File: config.mk
export PLATFORM = sky130hd
export DESIGN_NAME = axi4l_ram_ctrl_flat
export DESIGN_NICKNAME = d
export VERILOG_FILES = /design/src/rtl/axi4l_pkg.sv /design/src/rtl/axi4l_ram_ctrl_if.sv /design/src/rtl/axi4l_ram_ctrl.sv /design/src/flat_wrapper.sv
export SDC_FILE = /design/constraint.sdc
export NUM_CORES = 1
export LEC_CHECK = 0
export BUFFER_PORTS_ARGS = -buffer_cell sky130_fd_sc_hd__buf_2
export CORE_MARGIN = 8
export CORE_UTILIZATION = 47
export DETAILED_ROUTE_END_ITERATION = 10
export GPL_TIMING_DRIVEN = 0
export MAX_ROUTING_LAYER = met4
export PLACE_DENSITY = 0.83
export SYNTH_ARGS = -nofsm -noshare
export SYNTH_HDL_FRONTEND = slang
export SYNTH_SLANG_ARGS = --single-unit
export TNS_END_PERCENT = 20
File: constraint.sdc
create_clock -name clk -period 4.3 [get_ports clk]
set_clock_uncertainty 0.2 [all_clocks]
set_input_delay 0.43 -clock clk [delete_from_list [all_inputs] [get_ports clk]]
set_output_delay 0.43 -clock clk [all_outputs]
set_load 0.01 [all_outputs]
File: src/rtl/axi4l_pkg.sv
`default_nettype none
// ============================================================================
//  Module      : axi4l_pkg
//  Description : Shared AXI4-Lite response codes and RAM controller FSM states.
//  Revision    : 1.0 - initial release
// ============================================================================
package axi4l_pkg;

    typedef enum logic [1:0] {
        OKAY   = 2'b00,
        EXOKAY = 2'b01,
        SLVERR = 2'b10,
        DECERR = 2'b11
    } resp_t;

    typedef enum logic [1:0] {
        IDLE   = 2'd0,
        B_RESP = 2'd1,
        R_WAIT = 2'd2,
        R_RESP = 2'd3
    } ram_ctrl_state_t;

endpackage
`default_nettype wire

File: src/rtl/axi4l_ram_ctrl_if.sv
`default_nettype none
// ============================================================================
//  Module      : axi4l_ram_ctrl_if
//  Description : AXI4-Lite bus bundle between an initiator and the RAM controller.
//  Revision    : 1.0 - initial release
// ============================================================================
interface axi4l_ram_ctrl_if;
    logic        awvalid;
    logic        awready;
    logic [31:0] awaddr;
    logic        wvalid;
    logic        wready;
    logic [31:0] wdata;
    logic [3:0]  wstrb;
    logic        bvalid;
    logic        bready;
    logic [1:0]  bresp;
    logic        arvalid;
    logic        arready;
    logic [31:0] araddr;
    logic        rvalid;
    logic        rready;
    logic [31:0] rdata;
    logic [1:0]  rresp;

    modport slave (
        input  awvalid, awaddr, wvalid, wdata, wstrb, bready, arvalid, araddr, rready,
        output awready, wready, bvalid, bresp, arready, rvalid, rdata, rresp
    );

    modport master (
        output awvalid, awaddr, wvalid, wdata, wstrb, bready, arvalid, araddr, rready,
        input  awready, wready, bvalid, bresp, arready, rvalid, rdata, rresp
    );
endinterface
`default_nettype wire

File: src/rtl/axi4l_ram_ctrl.sv
`default_nettype none
// ============================================================================
//  Module      : axi4l_ram_ctrl
//  Description : AXI4-Lite responder driving a 32-bit block RAM, one transaction
//                outstanding, read/write arbitration by alternating priority.
//  Revision    : 1.0 - initial release
// ============================================================================
module axi4l_ram_ctrl
    import axi4l_pkg::*;
#(
    parameter  int SIZE       = 'h80,
    localparam int ADDR_WIDTH = $clog2(SIZE) - 2
) (
    input  wire logic                  clk,
    input  wire logic                  reset,
    axi4l_ram_ctrl_if.slave            s_axi,
    output logic [ADDR_WIDTH-1:0]      ram_waddr,
    output logic [ADDR_WIDTH-1:0]      ram_raddr,
    output logic                       ram_ce,
    output logic [3:0]                 ram_we,
    output logic [31:0]                ram_d,
    input  wire logic [31:0]           ram_q
);

    ram_ctrl_state_t        state_q, state_d;
    logic                   last_was_write_q, last_was_write_d;
    logic [31:0]            rdata_q, rdata_d;
    logic [ADDR_WIDTH-1:0]  waddr_q, waddr_d;
    logic [ADDR_WIDTH-1:0]  raddr_q, raddr_d;
    logic [31:0]            wdata_q, wdata_d;

    logic want_w;
    logic want_r;
    logic grant_w;
    logic grant_r;
    logic unused_addr_bits;

    // Byte-offset and out-of-range address bits are dropped so accesses alias modulo SIZE.
    assign unused_addr_bits = ^{s_axi.awaddr[31:ADDR_WIDTH+2], s_axi.awaddr[1:0],
                                s_axi.araddr[31:ADDR_WIDTH+2], s_axi.araddr[1:0]};

    always_comb begin
        state_d          = state_q;
        last_was_write_d = last_was_write_q;
        rdata_d          = rdata_q;
        waddr_d          = waddr_q;
        raddr_d          = raddr_q;
        wdata_d          = wdata_q;
        want_w           = 1'b0;
        want_r           = 1'b0;
        grant_w          = 1'b0;
        grant_r          = 1'b0;
        ram_ce           = 1'b0;
        ram_we           = 4'b0000;
        s_axi.bvalid     = 1'b0;
        s_axi.rvalid     = 1'b0;

        case (state_q)
            IDLE: begin
                want_w  = s_axi.awvalid & s_axi.wvalid;
                want_r  = s_axi.arvalid;
                // Under contention the kind not served last time wins.
                grant_w = want_w & (~want_r | ~last_was_write_q);
                grant_r = want_r & (~want_w |  last_was_write_q);
                if (grant_w) begin
                    ram_ce           = 1'b1;
                    ram_we           = s_axi.wstrb;
                    waddr_d          = s_axi.awaddr[ADDR_WIDTH+1:2];
                    wdata_d          = s_axi.wdata;
                    last_was_write_d = 1'b1;
                    state_d          = B_RESP;
                end else if (grant_r) begin
                    ram_ce           = 1'b1;
                    raddr_d          = s_axi.araddr[ADDR_WIDTH+1:2];
                    last_was_write_d = 1'b0;
                    state_d          = R_WAIT;
                end
            end
            B_RESP: begin
                s_axi.bvalid = 1'b1;
                if (s_axi.bready) state_d = IDLE;
            end
            R_WAIT: begin
                rdata_d = ram_q;
                state_d = R_RESP;
            end
            R_RESP: begin
                s_axi.rvalid = 1'b1;
                if (s_axi.rready) state_d = IDLE;
            end
            default: state_d = IDLE;
        endcase
    end

    // Grant cycles present the live request; other cycles replay the last values.
    assign ram_waddr     = waddr_d;
    assign ram_raddr     = raddr_d;
    assign ram_d         = wdata_d;

    assign s_axi.awready = grant_w;
    assign s_axi.wready  = grant_w;
    assign s_axi.arready = grant_r;
    assign s_axi.bresp   = OKAY;
    assign s_axi.rresp   = OKAY;
    assign s_axi.rdata   = rdata_q;

    always_ff @(posedge clk) begin
        if (reset) begin
            state_q          <= IDLE;
            last_was_write_q <= 1'b1;
            rdata_q          <= 32'h0;
            waddr_q          <= '0;
            raddr_q          <= '0;
            wdata_q          <= 32'h0;
        end else begin
            state_q          <= state_d;
            last_was_write_q <= last_was_write_d;
            rdata_q          <= rdata_d;
            waddr_q          <= waddr_d;
            raddr_q          <= raddr_d;
            wdata_q          <= wdata_d;
        end
    end

endmodule
`default_nettype wire

File: src/flat_wrapper.sv
// flat-port wrapper written by rule: the top's interface ports become plain ports
module axi4l_ram_ctrl_flat import axi4l_pkg::*;
#(
    parameter  int SIZE       = 'h80,
    localparam int ADDR_WIDTH = $clog2(SIZE) - 2
)
  (clk, reset, ram_waddr, ram_raddr, ram_ce, ram_we, ram_d, ram_q, s_axi_awvalid, s_axi_awaddr, s_axi_wvalid, s_axi_wdata, s_axi_wstrb, s_axi_bready, s_axi_arvalid, s_axi_araddr, s_axi_rready, s_axi_awready, s_axi_wready, s_axi_bvalid, s_axi_bresp, s_axi_arready, s_axi_rvalid, s_axi_rdata, s_axi_rresp);
  axi4l_ram_ctrl_if s_axi_i ();
  input  wire logic clk;
  input  wire logic reset;
  output logic [ADDR_WIDTH-1:0] ram_waddr;
  output logic [ADDR_WIDTH-1:0] ram_raddr;
  output logic ram_ce;
  output logic [3:0] ram_we;
  output logic [31:0] ram_d;
  input  wire logic [31:0] ram_q;
  input wire logic [$bits(s_axi_i.awvalid)-1:0] s_axi_awvalid;
  input wire logic [$bits(s_axi_i.awaddr)-1:0] s_axi_awaddr;
  input wire logic [$bits(s_axi_i.wvalid)-1:0] s_axi_wvalid;
  input wire logic [$bits(s_axi_i.wdata)-1:0] s_axi_wdata;
  input wire logic [$bits(s_axi_i.wstrb)-1:0] s_axi_wstrb;
  input wire logic [$bits(s_axi_i.bready)-1:0] s_axi_bready;
  input wire logic [$bits(s_axi_i.arvalid)-1:0] s_axi_arvalid;
  input wire logic [$bits(s_axi_i.araddr)-1:0] s_axi_araddr;
  input wire logic [$bits(s_axi_i.rready)-1:0] s_axi_rready;
  output wire logic [$bits(s_axi_i.awready)-1:0] s_axi_awready;
  output wire logic [$bits(s_axi_i.wready)-1:0] s_axi_wready;
  output wire logic [$bits(s_axi_i.bvalid)-1:0] s_axi_bvalid;
  output wire logic [$bits(s_axi_i.bresp)-1:0] s_axi_bresp;
  output wire logic [$bits(s_axi_i.arready)-1:0] s_axi_arready;
  output wire logic [$bits(s_axi_i.rvalid)-1:0] s_axi_rvalid;
  output wire logic [$bits(s_axi_i.rdata)-1:0] s_axi_rdata;
  output wire logic [$bits(s_axi_i.rresp)-1:0] s_axi_rresp;
  assign s_axi_i.awvalid = s_axi_awvalid;
  assign s_axi_i.awaddr = s_axi_awaddr;
  assign s_axi_i.wvalid = s_axi_wvalid;
  assign s_axi_i.wdata = s_axi_wdata;
  assign s_axi_i.wstrb = s_axi_wstrb;
  assign s_axi_i.bready = s_axi_bready;
  assign s_axi_i.arvalid = s_axi_arvalid;
  assign s_axi_i.araddr = s_axi_araddr;
  assign s_axi_i.rready = s_axi_rready;
  assign s_axi_awready = s_axi_i.awready;
  assign s_axi_wready = s_axi_i.wready;
  assign s_axi_bvalid = s_axi_i.bvalid;
  assign s_axi_bresp = s_axi_i.bresp;
  assign s_axi_arready = s_axi_i.arready;
  assign s_axi_rvalid = s_axi_i.rvalid;
  assign s_axi_rdata = s_axi_i.rdata;
  assign s_axi_rresp = s_axi_i.rresp;
  axi4l_ram_ctrl #(.SIZE(SIZE)) u_core (.clk(clk), .reset(reset), .s_axi(s_axi_i), .ram_waddr(ram_waddr), .ram_raddr(ram_raddr), .ram_ce(ram_ce), .ram_we(ram_we), .ram_d(ram_d), .ram_q(ram_q));
endmodule
Yosys cells after proc, flatten, opt, wreduce, memory -nomap -nowiden:

Cells that the tools add are included.

* output and inout bits: 88
* input port bits: 139
* register bits after elaboration: 77
* logic and storage cells: 47

* reduce and logical (&&, ||, !) cells: 4
* bitwise operators: 8
* muxes and demuxes: 23
* eq/ne operators: 6

Operator list (count)
* 32-bit 2-to-1 mux: 2
* 5-bit 2-to-1 mux: 5
* 1-bit 2-to-1 mux: 9
* 2-bit 2-to-1 mux: 4
* 4-bit 2-to-1 mux: 2
* 2-bit one-hot mux with 4 select lines: 1
* 2-bit == test (second input constant): 2
* 2-bit inequality test (second input constant): 2
* 1-bit bitwise AND: 3
* 3-bit by 1-bit inequality test with 1-bit output (second input constant): 1
* 1-bit NOT: 3
* 3-bit AND reduction: 1
* 2-bit by 1-bit == test with 1-bit output (second input constant): 1
* 2-bit logical NOT: 1
* 1-bit OR: 2
* 2-bit AND reduction: 1
* 2-bit nonzero test: 1

Depth between registers and ports, before layout:

Gate-level depths: netlist (run 1).

* depth after elaboration: 7
* gate-level depth with buffers: 7
* mapped depth without buffers: 4

Least setup slack after synthesis (run 1):

No wires, ideal clock.

* kind: input-to-output
* from: input port s_axi_arvalid
* to: output port ram_d[26]
* setup slack: 2.403 ns
* data required time: 3.670 ns
* arrival time: 1.267 ns
* cell stages on the path: 5
* path buffers: 1
* cell sequence: nand2_1 > nand4_4 > inv_4 > buf_6 > mux2_1

* cells in the longest elaborated chain, start to end: 5

Ends and longest elaborated chain
* from (decl): RTL line flat_wrapper.sv:23 `input wire logic [$bits(s_axi_i.arvalid)-1:0] s_axi_arvalid;`
* 1-bit NOT: RTL line axi4l_ram_ctrl.sv:63 `grant_w = want_w & (~want_r | ~last_was_write_q);`
* 1-bit OR: RTL line axi4l_ram_ctrl.sv:63
* 1-bit bitwise AND: RTL line axi4l_ram_ctrl.sv:63
* 32-bit 2-to-1 mux: RTL line axi4l_ram_ctrl.sv:65 `if (grant_w) begin`
* 32-bit 2-to-1 mux: RTL line axi4l_ram_ctrl.sv:58 `case (state_q)`
* to (decl): RTL line flat_wrapper.sv:15 `output logic [31:0] ram_d;`

No other way between the ends.

Worst setup path after layout (run 1):

* from: register u_core.state_q[1]
* to: output port ram_waddr[1]

* cells in the longest elaborated chain, start to end: 2

Ends and longest elaborated chain
* from (decl): RTL line axi4l_ram_ctrl.sv:25 `ram_ctrl_state_t state_q, state_d;`
* from (signal assigned): RTL line axi4l_ram_ctrl.sv:116 `state_q <= state_d;`
* 2-bit logical NOT: RTL line axi4l_ram_ctrl.sv:58
* 5-bit 2-to-1 mux: RTL line axi4l_ram_ctrl.sv:58
* to (decl): RTL line flat_wrapper.sv:11 `output logic [ADDR_WIDTH-1:0] ram_waddr;`

No other way between the ends.

==> results.cfg, run 1 <==
[detailed_routing]
drtIter0Drc = 73
ant_nets = 0
drt-pass1-iter-count = 4
drt_wl_total_um = 10200
viasPerCell = 4.80
vias = 3328
wl_per_cell_um = 14.7
drc = 0

[critical_path]
ff2ff_path_depth = 7
start_kind = flop
critPathRequiredTime_ns = 3.67
crit_type = flop to output port
arrival_ns = 1.83
cp-end-kind = output port
worst-path-max-fanout = 10

[floorplan]
fp.coreArea_mm2 = 0.00777
placementRows = 32
io_pins = 227
start_util = 0.489
die_area_mm2 = 0.0112
die_width_um = 106
die_h_um = 106

[synth]
post_synth_num_cell_types = 30
ys_ff_latch = 77
synth_top_area_cell = dfxtp_1
syn-cell-area_mm2 = 0.00380
ys_seq_area_frac = 0.406
yosysWarningCount = 0
netlist.area_leader.share = 0.406
avgSynthCellArea_um2 = 9.40
synth-edff-count = 0
yosys-top-cells-area = dfxtp_1 41%, nand2b_1 14%, mux2i_1 11%, mux2_2 9.8%, nand2_1 6.5%
synthArstFlopShare = 0
synthCells = 404
ys.flop_type = dfxtp_1

[sta]
finalHoldViolations = 0
max_freq_ghz = 0.406
finalSetupTns_ns = 0
grt_setup_unrepaired = false
slew_violations = 0
fin_crit_ns = 2.46
fin_crit_sh = 0.573
setup-violations-final = 0

[clock_tree]
postCtsSetupBuffers = 0
worstSkewPairLatency_ns = 0.34
cts.root.buffer_cell = clkbuf_8
hold_buffers = 0
numCtsBuffers = 9
cts_buffer_depth = 2
cts_resized = 0
cts_max_level = 3
cts.clk_slew.worst_paths_ns = 0.09
cts_tree = yes
cts.sinks = 77

[final_layout]
fin_nets = 724
syn_to_final_growth_pct = 30.7
final_area_mm2 = 0.00496
drive_gt1_frac = 0.414

[grt]
gr-total-overflow = 0
grt_max_degree = 14
grt_first_pass_wirelength_um = 16500
grt_pass1_vias = 3476
antenna_found_initial = 1
track_usage = 0.183

[run_status]
status = complete, no violations

[placed_design]
placed_area_mm2 = 0.00477
dp_hpwl_um = 8010
gp_congestion = 0.787
numPortBuffers = 167

[power_and_ir_drop]
p_leak_nw = 2.32
power.total_w = 0.00164
ir_drop_mv = 0.224
p_per_area_mw_per_mm2 = 331

[min_path]
holdCritPathClass = input port to flop
min_path_cells = 3

[job]
maxCapViolCount = 0
synth_stat cells (4+ instances only):
master,count
mux2i_1,42
nand2b_1,85
and2_1,5
dfxtp_1,77
buf_6,6
mux2_2,33
clkbuf_1,12
buf_2,6
mux2_4,4
nand2_1,66
mux2_1,5
buf_4,9
a21oi_1,33
metrics by stage:
stage | hold WS [ns] | util | instances | setup slack [ns]
floorplan | 0.244 | - | 407 | 2.40
global placement | 0.239 | 0.614 | 676 | 2.08
detailed placement | 0.243 | 0.614 | 676 | 2.05
CTS | 0.105 | 0.638 | 692 | 1.80
global route | 0.101 | 0.639 | 693 | 1.74
finish | 0.118 | 0.639 | 693 | 1.84
area by class of cell:
class	count	area (um^2)
Tap cell	102	128
Antenna cell	1	2.50
Sequential cell	77	1540
Clock buffer	12	155
Buffer	36	233
Fill cell	707	2810
Inverter	3	13.8
Clock inverter	4	31.3
Timing Repair Buffer	167	836
Multi-Input combinational cell	291	2020
final timing paths:
check                                      start                                   to  slack (ns)
max reg2reg       u_core.state_q[1]$_SDFFE_PP0P_        u_core.wdata_q[26]$_SDFF_PP0_        2.69
min reg2reg  u_core.s_axi.rdata[22]$_SDFFE_PP0P_  u_core.s_axi.rdata[22]$_SDFFE_PP0P_        0.25
max               u_core.state_q[1]$_SDFFE_PP0P_                         ram_waddr[1]        1.84
min                                    ram_q[17]  u_core.s_axi.rdata[17]$_SDFFE_PP0P_        0.12
metal layers:
metal	GRT usage	vias to the layer above	part of all wire
li1	-	1683	-
met3	0.0469	19	0.059
met4	0.0834	0	0.026
met1	0.198	1520	0.42
met2	0.309	106	0.49
met5	-	-	0
kinds of logic (layout without fill, tap and decap cells):
| group | after synthesis | after routing | synth area share |
|---|---|---|---|
| AOI/OAI and AO/OA | 38 | 38 | 0.0537 |
| buffers and inverters | 39 | 222 | 0.0649 |
| other | 1 | 5 | 0.000988 |
| DFF | 77 | 77 | 0.406 |
| and+or+nand+nor | 165 | 165 | 0.235 |
| muxes | 84 | 84 | 0.239 |
registers in the layout, summed over array words and instances, names as in the netlist:
signal / flops
u_core.wdata_q: 32
u_core.waddr_q: 5
u_core.raddr_q: 5
u_core.last_was_write_q: 1
u_core.s_axi.rdata: 32
u_core.state_q: 2
placed cells by master (no fill, tap or decap), types with 5 or more instances in the layout:
master	synthesis	layout
nand2_1	66	66
a21oi_1	33	33
dfxtp_1	77	77
mux2_2	33	33
nand2b_1	85	85
and2_1	5	5
clkbuf_8	0	11
buf_4	9	9
clkbuf_1	12	13
buf_2	6	173
mux2i_1	42	42
buf_6	6	6
mux2_1	5	5
critical path, stage by stage, from the launching register on:
cell and delay, ns:
dfxtp_1 0.31, buf_6 0.14, nor2_8 0.13, nand4_4 0.12
inv_4 0.12, buf_6 0.17, mux2_2 0.36, buf_2 0.14
report_power, final:
group          internal, W  switching (W)  leakage, nW
combinational     0.000170       0.000178         1.61
sequential        0.000754      0.0000195        0.628
clock             0.000244       0.000274       0.0852
(Power assumes the default switching activity.)
==> run 2, diff against run 1 <==
Settings changed: ABC_AREA from default to 1, CORE_UTILIZATION 47 to 42, PLACE_DENSITY 0.83 to 0.78.
Clock period 4.3 ns to 2.4 ns, I/O delays scaled along.
==> run 2 against run 1 <==
Global-route usage rose by 2.0 points. Die area shrank 0.57%. Clock-buffer cell count down 1. Final cell count up 18%. Flip-flop and latch count is the same. Clock power increased by 89%. Largest power group unchanged. Synthesized cell count rose by 13%. Worst hold slack worse by 0.046 ns. Register-to-register slack lost 1.8 ns. Cell area is 6.6% higher. Highest routed layer unchanged.
==> results.cfg, run 2 <==
[run_status]
status = complete, no violations

[floorplan]
die_area_mm2 = 0.0111
die_width_um = 106
start_util = 0.434
io_pins = 227
placementRows = 32
die_h_um = 106
fp.coreArea_mm2 = 0.00777

[power_and_ir_drop]
power.total_w = 0.00373
p_per_area_mw_per_mm2 = 705
p_leak_nw = 3.06
ir_drop_mv = 0.463

[detailed_routing]
ant_nets = 0
drc = 0
vias = 3683
drt_wl_total_um = 11100
drtIter0Drc = 96
wl_per_cell_um = 13.5
drt-pass1-iter-count = 5
viasPerCell = 4.49

[final_layout]
fin_nets = 851
drive_gt1_frac = 0.359
fin_util = 0.681
final_cells = 820
final_cell_mix = 170 x buf_2, 113 x nor2_1, 98 x inv_1, 77 x dfxtp_1, 74 x dlygate4sd3_1
final.fill_count = 649
layout_commonest_cell = buf_2
syn_to_final_growth_pct = 57.0

[critical_path]
crit_start = u_core.state_q[1]$_SDFFE_PP0P_
crit_type = flop to output port
critPathRequiredTime_ns = 1.96
path_cells = nor2_4, nand3_4, buf_4, o21ai_2, inv_1, buf_2
rrSetupSlack_ns = 0.92
cp-end-kind = output port
r2r_start = u_core.state_q[1]$_SDFFE_PP0P_
worst-path-max-fanout = 10
arrival_ns = 1.63
start_kind = flop
ff2ff_path_depth = 4
cpPeakStageDelay_ns = 0.38
regToRegEndpoint = u_core.s_axi.rdata[2]$_SDFFE_PP0P_
slowest_stage = dfxtp_1

[placed_design]
numPortBuffers = 167
gp_congestion = 0.746
post-place-cells = 729
dp_hpwl_um = 7370

[clock_tree]
cts.clk_slew.worst_paths_ns = 0.08
cts.root.buffer_cell = clkbuf_8
worstSkewPairLatency_ns = 0.33
cts_tree = yes
cts_max_level = 3
postCtsSetupBuffers = 0
cts_buffer_depth = 2
numCtsBuffers = 9
cts.sinks = 77

[grt]
gr-total-overflow = 0
grt_first_pass_wirelength_um = 17900
antenna_found_initial = 2
grt_pass1_vias = 3905
grt_max_degree = 13
track_usage = 0.203

[sta]
finalHoldViolations = 0
fin_crit_sh = 0.863
fin_crit_ns = 2.07
whs_ns = 0.0721
setup-violations-final = 0
max_freq_ghz = 0.483
slew_violations = 0
grt_setup_unrepaired = false
finalSetupTns_ns = 0

[synth]
netlist.area_leader.share = 0.457
synth_top_area_cell = dfxtp_1
ys.flop_type = dfxtp_1
post_synth_num_cell_types = 21
synthCells = 457
yosysWarningCount = 0
syn-cell-area_mm2 = 0.00337
synth.most_common_cell = nor2_1
ys_seq_area_frac = 0.457
yosys-top-cells-area = dfxtp_1 46%, nor2_1 13%, inv_1 11%, o21ai_2 10%, o21ai_0 5.1%
avgSynthCellArea_um2 = 7.37
ys_ff_latch = 77
synth-edff-count = 0
synthArstFlopShare = 0
netlist_top_cells_count = 113 x nor2_1, 98 x inv_1, 77 x dfxtp_1

[min_path]
hold_end = u_core.waddr_q[1]$_SDFF_PP0_
hold_path_startpoint = reset
holdCritPathClass = input port to flop
min_path_cells = 2

[job]
maxCapViolCount = 0
-- run 2: stage by stage --
step / setup WS [ns] / cell area (um^2)
floorplan: 0.925 / 3380
global placement: 0.682 / 4340
detailed placement: 0.676 / 4340
CTS: 0.310 / 5280
global route: 0.183 / 5290
finish: 0.328 / 5290
-- run 2: power breakdown --
group	internal, W	total (W)	switching [W]
clock	0.000528	0.000978	0.000450
sequential	0.00145	0.00153	0.0000773
combinational	0.000533	0.00122	0.000692
-- run 2: worst max-delay path, delay by kind of cell, from the launching register on --
family	cells	cell delay, ns
AO/OA/AOI/OAI	1	0.14
buffers and inverters	3	0.44
flip-flops	1	0.38
AND/OR/NAND/NOR	2	0.33
-- run 2: worst max path at each step --
stage                    to  slack (ns)  cells past startpoint
6_report          ram_d[26]        0.33                      6
5_1_grt        ram_raddr[3]        0.18                      9
4_1_cts           ram_d[30]        0.31                      6
3_5_place_dp      ram_d[30]        0.68                      8
3_3_place_gp      ram_d[30]        0.68                      8
2_1_floorplan     ram_d[26]        0.92                      5
-- run 2: logic make-up after synthesis --
| group | after synthesis | synth area share |
|---|---|---|
| flops | 77 | 0.457 |
| simple gates | 173 | 0.209 |
| buf+inv | 129 | 0.173 |
| compound gates | 77 | 0.159 |
| other cells | 1 | 0.00111 |
-- run 2: final cells by class --
class / count / area (um^2) / share of cell area
multi-input combinational: 254 / 1250 / 0.237
timing repair buffer: 241 / 1580 / 0.298
buffer: 28 / 205 / 0.0388
tap: 102 / 128 / 0.0241
inverter: 101 / 379 / 0.0717
clock inverter: 4 / 47.5 / 0.00899
antenna: 2 / 5.00 / 0.000946
clock buffer: 11 / 151 / 0.0286
sequential: 77 / 1540 / 0.291
-- run 2: what timing repair did --
action | CTS | global route
gates resized for setup | 0 | 0
endpoints found under the hold margin | 74 | 0
hold buffers | 74 | 0
-- run 2: layer usage --
| metal | part of all wire | up-vias | track usage |
|---|---|---|---|
| met5 | 0 | - | - |
| met4 | 0.033 | 0 | 0.104 |
| met3 | 0.053 | 33 | 0.0390 |
| met2 | 0.54 | 120 | 0.388 |
| met1 | 0.37 | 1686 | 0.188 |
| li1 | - | 1844 | - |
==> run 3, diff against run 2 <==
Settings changed: CORE_ASPECT_RATIO from default to 0.7.
==> run 3 against run 2 <==
Fmax decreased by 1.1%. Largest power group is now the clock network. First-iteration DRC count increased by 17%. Largest cell class unchanged. Global-route usage decreased by 1.2 points. Register-to-register slack got worse by 0.04 ns. Clock-buffer cell count decreased by 2. Highest routed layer unchanged. Via count decreased by 0.98%. Cell area increased by 2.8%. Final cell count decreased by 0.37%. Utilization increased by 1.3 points.
==> results.cfg, run 3 (same netlist as run 2, synthesis figures left out) <==
[grt]
use_met2 = 0.354
grt_util_met1 = 0.190
grt_first_pass_wirelength_um = 17000
gr-usage-met3 = 0.0353
antenna_found_initial = 1
grt_pass1_vias = 3681
gr-total-overflow = 0
grt-busiest-layer = met2
track_usage = 0.192
grt_max_degree = 15

[critical_path]
r2r_start = u_core.state_q[1]$_SDFFE_PP0P_
critPathRequiredTime_ns = 1.96
crit_type = flop to output port
worst-path-max-fanout = 10
arrival_ns = 1.66
start_kind = flop
regToRegEndpoint = u_core.raddr_q[0]$_SDFF_PP0_
ff2ff_path_depth = 8
rrSetupSlack_ns = 0.88
cp-end-kind = output port

[power_and_ir_drop]
p_leak_nw = 3.13
ir_drop_mv = 0.491
power.total_w = 0.00439
p_per_area_mw_per_mm2 = 808

[final_layout]
layout_commonest_cell = buf_2
fin_nets = 849
final.fill_count = 614
final_cell_mix = 170 x buf_2, 113 x nor2_1, 98 x inv_1, 77 x dfxtp_1, 72 x dlygate4sd3_1
drive_gt1_frac = 0.361
syn_to_final_growth_pct = 61.4

[detailed_routing]
ant_nets = 0
drtIter0Drc = 112
vias = 3647
wl_per_cell_um = 13.0
viasPerCell = 4.46
drt_wl_total_um = 10600
drc = 0
drt-pass1-iter-count = 4

[sta]
setup-violations-final = 0
slew_violations = 0
whs_ns = 0.00986
finalSetupTns_ns = 0
finalHoldViolations = 0
fin_crit_ns = 2.10
fin_crit_sh = 0.873
max_freq_ghz = 0.477
grt_setup_unrepaired = false

[clock_tree]
cts_buffer_depth = 2
worstSkewPairLatency_ns = 0.32
numCtsBuffers = 9
postCtsSetupBuffers = 0
cts.clk_slew.worst_paths_ns = 0.06
cts_max_level = 3
cts_tree = yes
cts.sinks = 77
cts.root.buffer_cell = clkbuf_16

[floorplan]
die_h_um = 90.9
die_width_um = 123
fp.coreArea_mm2 = 0.00784
die_area_mm2 = 0.0112
start_util = 0.430
io_pins = 227
placementRows = 27

[min_path]
holdCritPathClass = input port to flop
min_path_cells = 3
hold_end = u_core.s_axi.rdata[11]$_SDFFE_PP0P_
hold_path_startpoint = ram_q[11]

[run_status]
status = complete, no violations

[placed_design]
gp_congestion = 0.777
dp_hpwl_um = 7360
numPortBuffers = 167

[job]
maxCapViolCount = 0
[run 3: changes by cell type in the layout (fill, tap and decap cells not counted), sizes merged]
| cell | before | now |
|---|---|---|
| bufinv | 1 | 4 |
| clkbuf | 20 | 18 |
| dlygate4sd3 | 74 | 72 |
| clkinvlp | 1 | 0 |
| diode | 2 | 1 |
| inv | 101 | 102 |
[run 3: worst max path at each step]
stage,cells after the start,slack [ns],to,startpoint
after floorplan,5,0.92,ram_d[26],u_core.state_q[1]$_SDFFE_PP0P_
after global placement,8,0.69,ram_d[30],s_axi_awvalid
after detailed placement,8,0.67,ram_d[30],s_axi_awvalid
after CTS,6,0.32,ram_d[30],u_core.state_q[1]$_SDFFE_PP0P_
after global routing,9,0.21,ram_raddr[2],u_core.state_q[1]$_SDFFE_PP0P_
final,9,0.30,ram_raddr[0],u_core.state_q[1]$_SDFFE_PP0P_
[run 3: worst max-delay path, cell delays in order, from the launching register on]
cell      delay [ns]
dfxtp_1         0.47
inv_1           0.12
nand2_1         0.08
nor2_1          0.04
nand2_1         0.09
clkbuf_8        0.18
nand2_1         0.07
o21ai_2         0.08
inv_1           0.06
buf_2           0.14
[run 3: timing repair]
| action | in CTS | in global routing |
|---|---|---|
| endpoints found under the hold margin | 72 | 0 |
| hold buffers | 72 | 0 |
| gates resized for setup | 0 | 0 |
[run 3: area by class of cell]
class,instances,area [um^2],share of cell area
repair buffers,239,1560,0.286
flip-flops and latches,77,1540,0.283
multi-input cells,254,1250,0.231
inverters,101,379,0.0697
clock buffers,9,225,0.0414
plain buffers,28,205,0.0377
clock inverters,7,146,0.0269
well taps,101,126,0.0232
diodes,1,2.50,0.000460
[run 3: power breakdown]
part | switching, W | internal, W | total [W] | leakage [nW]
clock | 0.000511 | 0.00113 | 0.00164 | 0.180
sequential | 0.0000802 | 0.00145 | 0.00153 | 0.632
combinational | 0.000694 | 0.000531 | 0.00122 | 2.32
[run 3: through the flow]
stage | std cells | area [um^2] | worst slack (ns) | util
final | 817 | 5440 | 0.305 | 0.694
after floorplan | 460 | 3380 | 0.925 | -
after global routing | 817 | 5440 | 0.212 | 0.694
after CTS | 816 | 5440 | 0.321 | 0.693
after detailed placement | 728 | 4340 | 0.670 | 0.554
after global placement | 728 | 4340 | 0.687 | 0.554
[run 3: routing by layer]
layer  vias up  wire, um
met1      1667      4040
met3        24       574
met5         -         0
li1       1845         -
met4         0       320
met2       111      5670
